===== src/rtl/drv_segment_bin2bcd_seq.sv =====
// Sequential binary-to-BCD converter (shift-and-add-3), one bit per cycle.
// Results saturate to all nines when the operand does not fit in p_count digits.
module drv_segment_bin2bcd_seq #(
  parameter int unsigned p_count = 4,
  parameter int unsigned p_width = 14
) (
  input  logic               i_clk,
  input  logic               i_rst_n,
  input  logic               i_start,
  input  logic [p_width-1:0] i_value,
  output logic               o_busy,
  output logic               o_valid,
  output logic               o_ovf,
  output logic [3:0]         o_bcd [p_count-1:0]
);

  localparam int unsigned ScratchW = 4 * p_count;
  localparam int unsigned CntW     = $clog2(p_width + 1);

  function automatic logic [63:0] max_decimal(input int unsigned digits);
    logic [63:0] acc;
    acc = 64'd1;
    for (int unsigned i = 0; i < digits; i++) begin
      acc = acc * 64'd10;
    end
    return acc - 64'd1;
  endfunction

  localparam logic [63:0] MaxDec = max_decimal(p_count);

  typedef enum logic [1:0] {StIdle, StShift, StDone} state_e;

  state_e                state_q, state_d;
  logic [p_width-1:0]    operand_q, operand_d;
  logic [ScratchW-1:0]   scratch_q, scratch_d;
  logic [ScratchW-1:0]   adjusted;
  logic [CntW-1:0]       cnt_q, cnt_d;
  logic                  ovf_lat_q, ovf_lat_d;
  logic                  busy_q, busy_d;
  logic                  valid_q, valid_d;
  logic                  ovf_q, ovf_d;
  logic [3:0]            bcd_q [p_count-1:0];
  logic [3:0]            bcd_d [p_count-1:0];

  always_comb begin
    for (int unsigned i = 0; i < p_count; i++) begin
      adjusted[4*i +: 4] = (scratch_q[4*i +: 4] >= 4'd5) ? scratch_q[4*i +: 4] + 4'd3
                                                          : scratch_q[4*i +: 4];
    end
  end

  always_comb begin
    state_d   = state_q;
    operand_d = operand_q;
    scratch_d = scratch_q;
    cnt_d     = cnt_q;
    ovf_lat_d = ovf_lat_q;
    busy_d    = busy_q;
    valid_d   = 1'b0;
    ovf_d     = ovf_q;
    bcd_d     = bcd_q;
    unique case (state_q)
      StIdle: begin
        if (i_start) begin
          operand_d = i_value;
          scratch_d = '0;
          cnt_d     = CntW'(p_width);
          ovf_lat_d = (64'(i_value) > MaxDec);
          busy_d    = 1'b1;
          state_d   = StShift;
        end
      end
      StShift: begin
        scratch_d = {adjusted[ScratchW-2:0], operand_q[p_width-1]};
        operand_d = operand_q << 1;
        cnt_d     = cnt_q - CntW'(1);
        if (cnt_q == CntW'(1)) begin
          state_d = StDone;
        end
      end
      StDone: begin
        for (int unsigned i = 0; i < p_count; i++) begin
          bcd_d[i] = ovf_lat_q ? 4'd9 : scratch_q[4*i +: 4];
        end
        ovf_d   = ovf_lat_q;
        valid_d = 1'b1;
        busy_d  = 1'b0;
        state_d = StIdle;
      end
      default: state_d = StIdle;
    endcase
  end

  always_ff @(posedge i_clk or negedge i_rst_n) begin
    if (!i_rst_n) begin
      state_q   <= StIdle;
      operand_q <= '0;
      scratch_q <= '0;
      cnt_q     <= '0;
      ovf_lat_q <= 1'b0;
      busy_q    <= 1'b0;
      valid_q   <= 1'b0;
      ovf_q     <= 1'b0;
      for (int unsigned i = 0; i < p_count; i++) begin
        bcd_q[i] <= 4'd0;
      end
    end else begin
      state_q   <= state_d;
      operand_q <= operand_d;
      scratch_q <= scratch_d;
      cnt_q     <= cnt_d;
      ovf_lat_q <= ovf_lat_d;
      busy_q    <= busy_d;
      valid_q   <= valid_d;
      ovf_q     <= ovf_d;
      bcd_q     <= bcd_d;
    end
  end

  assign o_busy  = busy_q;
  assign o_valid = valid_q;
  assign o_ovf   = ovf_q;
  assign o_bcd   = bcd_q;

endmodule


===== config.mk =====
export PLATFORM = sky130hd
export DESIGN_NAME = drv_segment_bin2bcd_seq
export DESIGN_NICKNAME = d
export VERILOG_FILES = /design/src/rtl/drv_segment_bin2bcd_seq.sv
export SDC_FILE = /design/constraint.sdc
export NUM_CORES = 1
export LEC_CHECK = 0
export ABC_AREA = 1
export CAP_MARGIN = 10
export CORE_UTILIZATION = 49
export CTS_CLUSTER_DIAMETER = 40
export DETAILED_ROUTE_END_ITERATION = 10
export PLACE_DENSITY = 0.73
export SLEW_MARGIN = 25
export SYNTH_ARGS = -nofsm -noshare
export SYNTH_HDL_FRONTEND = slang
export SYNTH_SLANG_ARGS = --single-unit

===== constraint.sdc =====
create_clock -name i_clk -period 1.2 [get_ports i_clk]
set_input_delay 0.18 -clock i_clk [delete_from_list [all_inputs] [get_ports i_clk]]
set_output_delay 0.18 -clock i_clk [all_outputs]
set_load 0.05 [all_outputs]

=== Word-level counts from Yosys, hierarchy flattened ===
Cells that the tools add are included.

* Register bits: 56
* Bits of input ports: 17
* Word-level logic and storage cells: 54

* Add/subtract/negate cells: 5
* Magnitude comparators: 5
* Eq/ne operators: 5
* Mux-type cells: 20
* Reductions and logical operators: 7

{| class="wikitable"
|+ Operator list
! kind !! count
|-
| $mux W4 || 8
|-
| $pmux W16 S2 || 1
|-
| $pmux W14 S2 || 1
|-
| $ge A4 B3 Y1 const B || 4
|-
| $mux W16 || 1
|-
| $gt A14 B14 Y1 const B || 1
|-
| $mux W14 || 1
|-
| $add A4 B2 Y4 const B || 3
|-
| $pmux W4 S2 || 1
|-
| $reduce_and A2 Y1 || 4
|-
| $eq A4 B1 Y1 const B || 1
|-
| $mux W2 || 2
|-
| $ne A2 B2 Y1 const B || 2
|-
| $pmux W2 S2 || 1
|-
| $reduce_bool A2 Y1 || 2
|-
| $sub A4 B1 Y4 const B || 1
|-
| $add A3 B2 Y3 const B || 1
|-
| $mux W3 || 1
|-
| $eq A2 B1 Y1 const B || 1
|-
| $eq A2 B2 Y1 const B || 1
|-
| $logic_not A2 Y1 || 1
|-
| $mux W1 || 2
|-
| $pmux W1 S2 || 1
|}

=== Longest topological paths before layout ===
* Depth in word-level cells: 3
* Gate-level depth with buffers: 9
* Depth with buffers taken out: 9

=== Least setup slack after synthesis ===
No wires, ideal clock.

* Kind: register to register
* Start point: reg scratch_q[8]
* End point: reg scratch_q[10]
* Library setup time: 117 ps
* Arrival time: 1,012 ps
* Data required time: 1,083 ps
* Path slack: 70 ps
* Stages on the path, launching flop included: 9
* Path buffers: 0
* Cells stage by stage: dfrtp_1 inv_1 ha_1 inv_1 nand2_1 nand3_1 nand2_1 nand3_1 nand2_1

* Word-level cells in the longest chain between the ends: 3
* Elaborated cells on any way between the ends: 4
* Those cells by class: add/sub: 1; order compare: 1; mux: 2

{| class="wikitable"
|+ Ends and longest elaborated chain
! item !! line !! RTL
|-
| from (decl) || 35 || <nowiki>logic [ScratchW-1:0] scratch_q, scratch_d;</nowiki>
|-
| from (signal assigned) || 110 || <nowiki>scratch_q <= scratch_d;</nowiki>
|-
| $add A4 B2 Y4 or $ge A4 B3 Y1 (tied branches) || 47 || <nowiki>adjusted[4*i +: 4] = (scratch_q[4*i +: 4] >= 4'd5) ? scratch_q[4*i +: 4] + 4'd3</nowiki>
|-
| $mux W4 * || 47 ||
|-
| $pmux W16 S2 * || 62 || <nowiki>unique case (state_q)</nowiki>
|}

Mark *: on every way between the ends. The rest lies on a longest branch, timed or not.
A chain may end at the register's enable or synchronous reset.

=== Worst setup path after layout ===
* Start point: reg scratch_q[8]
* End point: reg scratch_q[11]

The elaborated chain is that of the path after synthesis.

==> results_dict.tcl <==
set metrics [dict create \
    status "finished, violations left" \
    violations "setup timing" \
    antenna_left 0 \
    die_area_mm2 0.00576 \
    start_kind "register" \
    critPathCaptureType "register" \
    ys_seq_elements 56 \
    tns_ns -0.0146 \
    ctsLongestPathBuffers 2 \
    syn_inst 313 \
    critPathArrivalTime_ns 1.40 \
    dp.cells 431 \
    io_buffers 35 \
    synth_area_per_cell_um2 8.55 \
    globalRouteOverflowTotal 0 \
    post-route-util 0.733 \
    crit_required_ns 1.39 \
    rrSetupSlack_ns -0.01 \
    synth.net_count 340 \
    finalClockSkew_ns 0.00391 \
    rows 26 \
    antenna_cells_inserted 0 \
    post-place-ws_ns -0.159 \
    crit_type "register to register" \
    synthTopCellsByArea "dfrtp_1 (52%), nand2_1 (15%), nand3_1 (5.2%)" \
    synth.top_cells.by_count "nand2_1 (106), dfrtp_1 (56), inv_1 (29)" \
    async_reset_ff_frac 1.00 \
    ys_seq_area_frac 0.523 \
    period_share 1.01 \
    drtIter0Drc 77 \
    p_leak_nw 1.84 \
    rsz0062_at_grt "true" \
    dp_hpwl_mm 3.91 \
    fin_cells 451 \
    critPathMostFrequentCell "inv_2" \
    clk_latency_ns 0.31 \
    register_area_mm2 0.00140 \
    path_max_fanout 4 \
    setup_viol 1 \
    drc_errors 0 \
    worst_slack_ns -0.0146 \
    first_pass_iters 4 \
    cts_inserted_buffers 5 \
    relSlewSlack 0.822 \
    rr_worst_depth 7 \
    start_util 0.518 \
    min_period_ns 1.21 \
    num-nets-final 407 \
    crit_path_max_incr_delay_ns 0.42 \
    max_freq_mhz 823 \
    crit_path_cell_trace "inv_2 > ha_4 > inv_2 > nand2_4 > buf_6 > nand3_1 > o21ai_0" \
    placed_area_mm2 0.00345 \
    ys_types 24 \
    hold_violations 0 \
    clkTransAtPathRegs_ns 0.09 \
    synth-edff-count 0 \
    synth_area_mm2 0.00268 \
    gp_congestion 0.776 \
    grt_max_degree 34 \
    dieWidth_um 75.9 \
    routed_wl_mm 5.91 \
    ys_warn_count 0 \
    via_per_inst 5.13 \
    synth_flop_cell "dfrtp_1" \
    clkSinkCount 56 \
    grt_usage 0.215 \
    htree_levels 2 \
    drv_cap 0 \
    p_per_area_mw_per_mm2 2880 \
    fillers 341 \
    worst-slew-pin-transition_ns 0.267 \
    grt_pass1_vias 2211 \
    die_y_um 75.9 \
    area_growth_pct 41.7 \
    yosysTopAreaCell "dfrtp_1" \
    clockRootBuffer "clkbuf_8" \
    grt_pass1_wl_mm 9.83 \
    wl_per_cell_um 13.1 \
    yosys.area.top_type_share 0.523 \
    design_area_mm2 0.00379 \
    slowest_stage "dfrtp_1" \
    hold_class "input pin to async pin" \
    r2r_end "scratch_q[11]" \
    core_area_mm2 0.00517 \
    layout-drive-gt1-share 0.294 \
    synth_most_common_cell "nand2_1" \
    cp_top_family "flip-flops" \
    antenna_found_initial 0 \
    drv_slew 0 \
    cts_tree "yes" \
    num_vias 2314 \
    io_pins 36 \
    regToRegStartpoint "scratch_q[8]" \
    ir_worst_vdd_mv 1.09 \
    crit_buf_inv 3 \
    multi_input_area_mm2 0.00123 \
]
kinds of logic after synthesis:
group	after synthesis	synth area share
flops	56	0.523
buf+inv	41	0.0692
simple gates	163	0.260
fa+ha+maj	10	0.0467
compound gates	43	0.101
layout by cell type (no fill, tap or decap), types with 2 or more instances in the layout:
cell,instances
ha_1,5
nand4_1,6
o21ai_1,6
dfrtp_1,54
inv_2,15
o21ai_2,8
inv_1,18
dfrtp_2,2
buf_12,23
clkbuf_8,5
o211ai_1,4
nand3_1,24
ha_4,5
a21oi_1,10
nor2_1,18
nand2_2,12
o21ai_0,12
nand2_4,2
buf_4,25
nand2_1,93
clkdlybuf4s50_1,15
buf_6,2
nand3_2,5
how the worst max path moves through the flow:
stage                       startpoint            end  cells after the start
after floorplan           scratch_q[8]  scratch_q[10]                      8
after global placement         i_start       cnt_q[2]                      6
after detailed placement       i_start       cnt_q[2]                      6
after CTS                   state_q[0]      o_bcd[13]                      5
after global routing      scratch_q[8]  scratch_q[11]                      7
final                     scratch_q[8]  scratch_q[11]                      7
state kept, by name, indices dropped and copies added, names as in the netlist:
name / cells
o_busy: 1
scratch_q: 16
o_valid: 1
cnt_q: 4
ovf_lat_q: 1
o_ovf: 1
state_q: 2
operand_q: 14
o_bcd: 16
layer usage:
metal,vias to the layer above,part of all wire,track usage
li1,1138,-,-
met1,1090,0.41,0.257
met2,77,0.52,0.391
met3,9,0.044,0.0265
met4,0,0.019,0.0865
met5,-,0,0
area by class of cell:
class / count / area share
sequential: 56 / 0.370
clock buffer: 6 / 0.0191
multi-input combinational: 216 / 0.324
timing repair buffer: 67 / 0.220
tap: 70 / 0.0231
inverter: 34 / 0.0343
clock inverter: 2 / 0.00923
worst reg2reg max path, delay by kind of cell, from the launching register on:
family          cells  cell delay (ns)
buf+inv             3             0.27
flops               1             0.42
simple gates        2             0.14
compound gates      1             0.10
fa+ha+maj           1             0.16
power breakdown:
| part | internal (mW) | switching (mW) |
|---|---|---|
| Sequential | 2.71 | 0.751 |
| Clock | 0.620 | 0.595 |
| Combinational | 2.83 | 3.39 |
what timing repair did:
item                                   4_1_cts  5_1_grt
setup endpoints to repair                   12       21
hold buffers                                 1        0
gates cloned                                 0        0
resized for setup                            4       43
endpoints found under the hold margin       56        0
pin swaps                                    0       13
setup buffers                                2        9
through the flow:
step	hold slack (ns)	total power [mW]
4_1_cts	0.230	10.2
3_3_place_gp	0.0305	8.68
5_1_grt	0.254	11.7
2_1_floorplan	-0.116	6.66
6_report	0.229	10.9
3_5_place_dp	0.0288	8.84
Note: power is estimated with default switching activity, not from simulation.
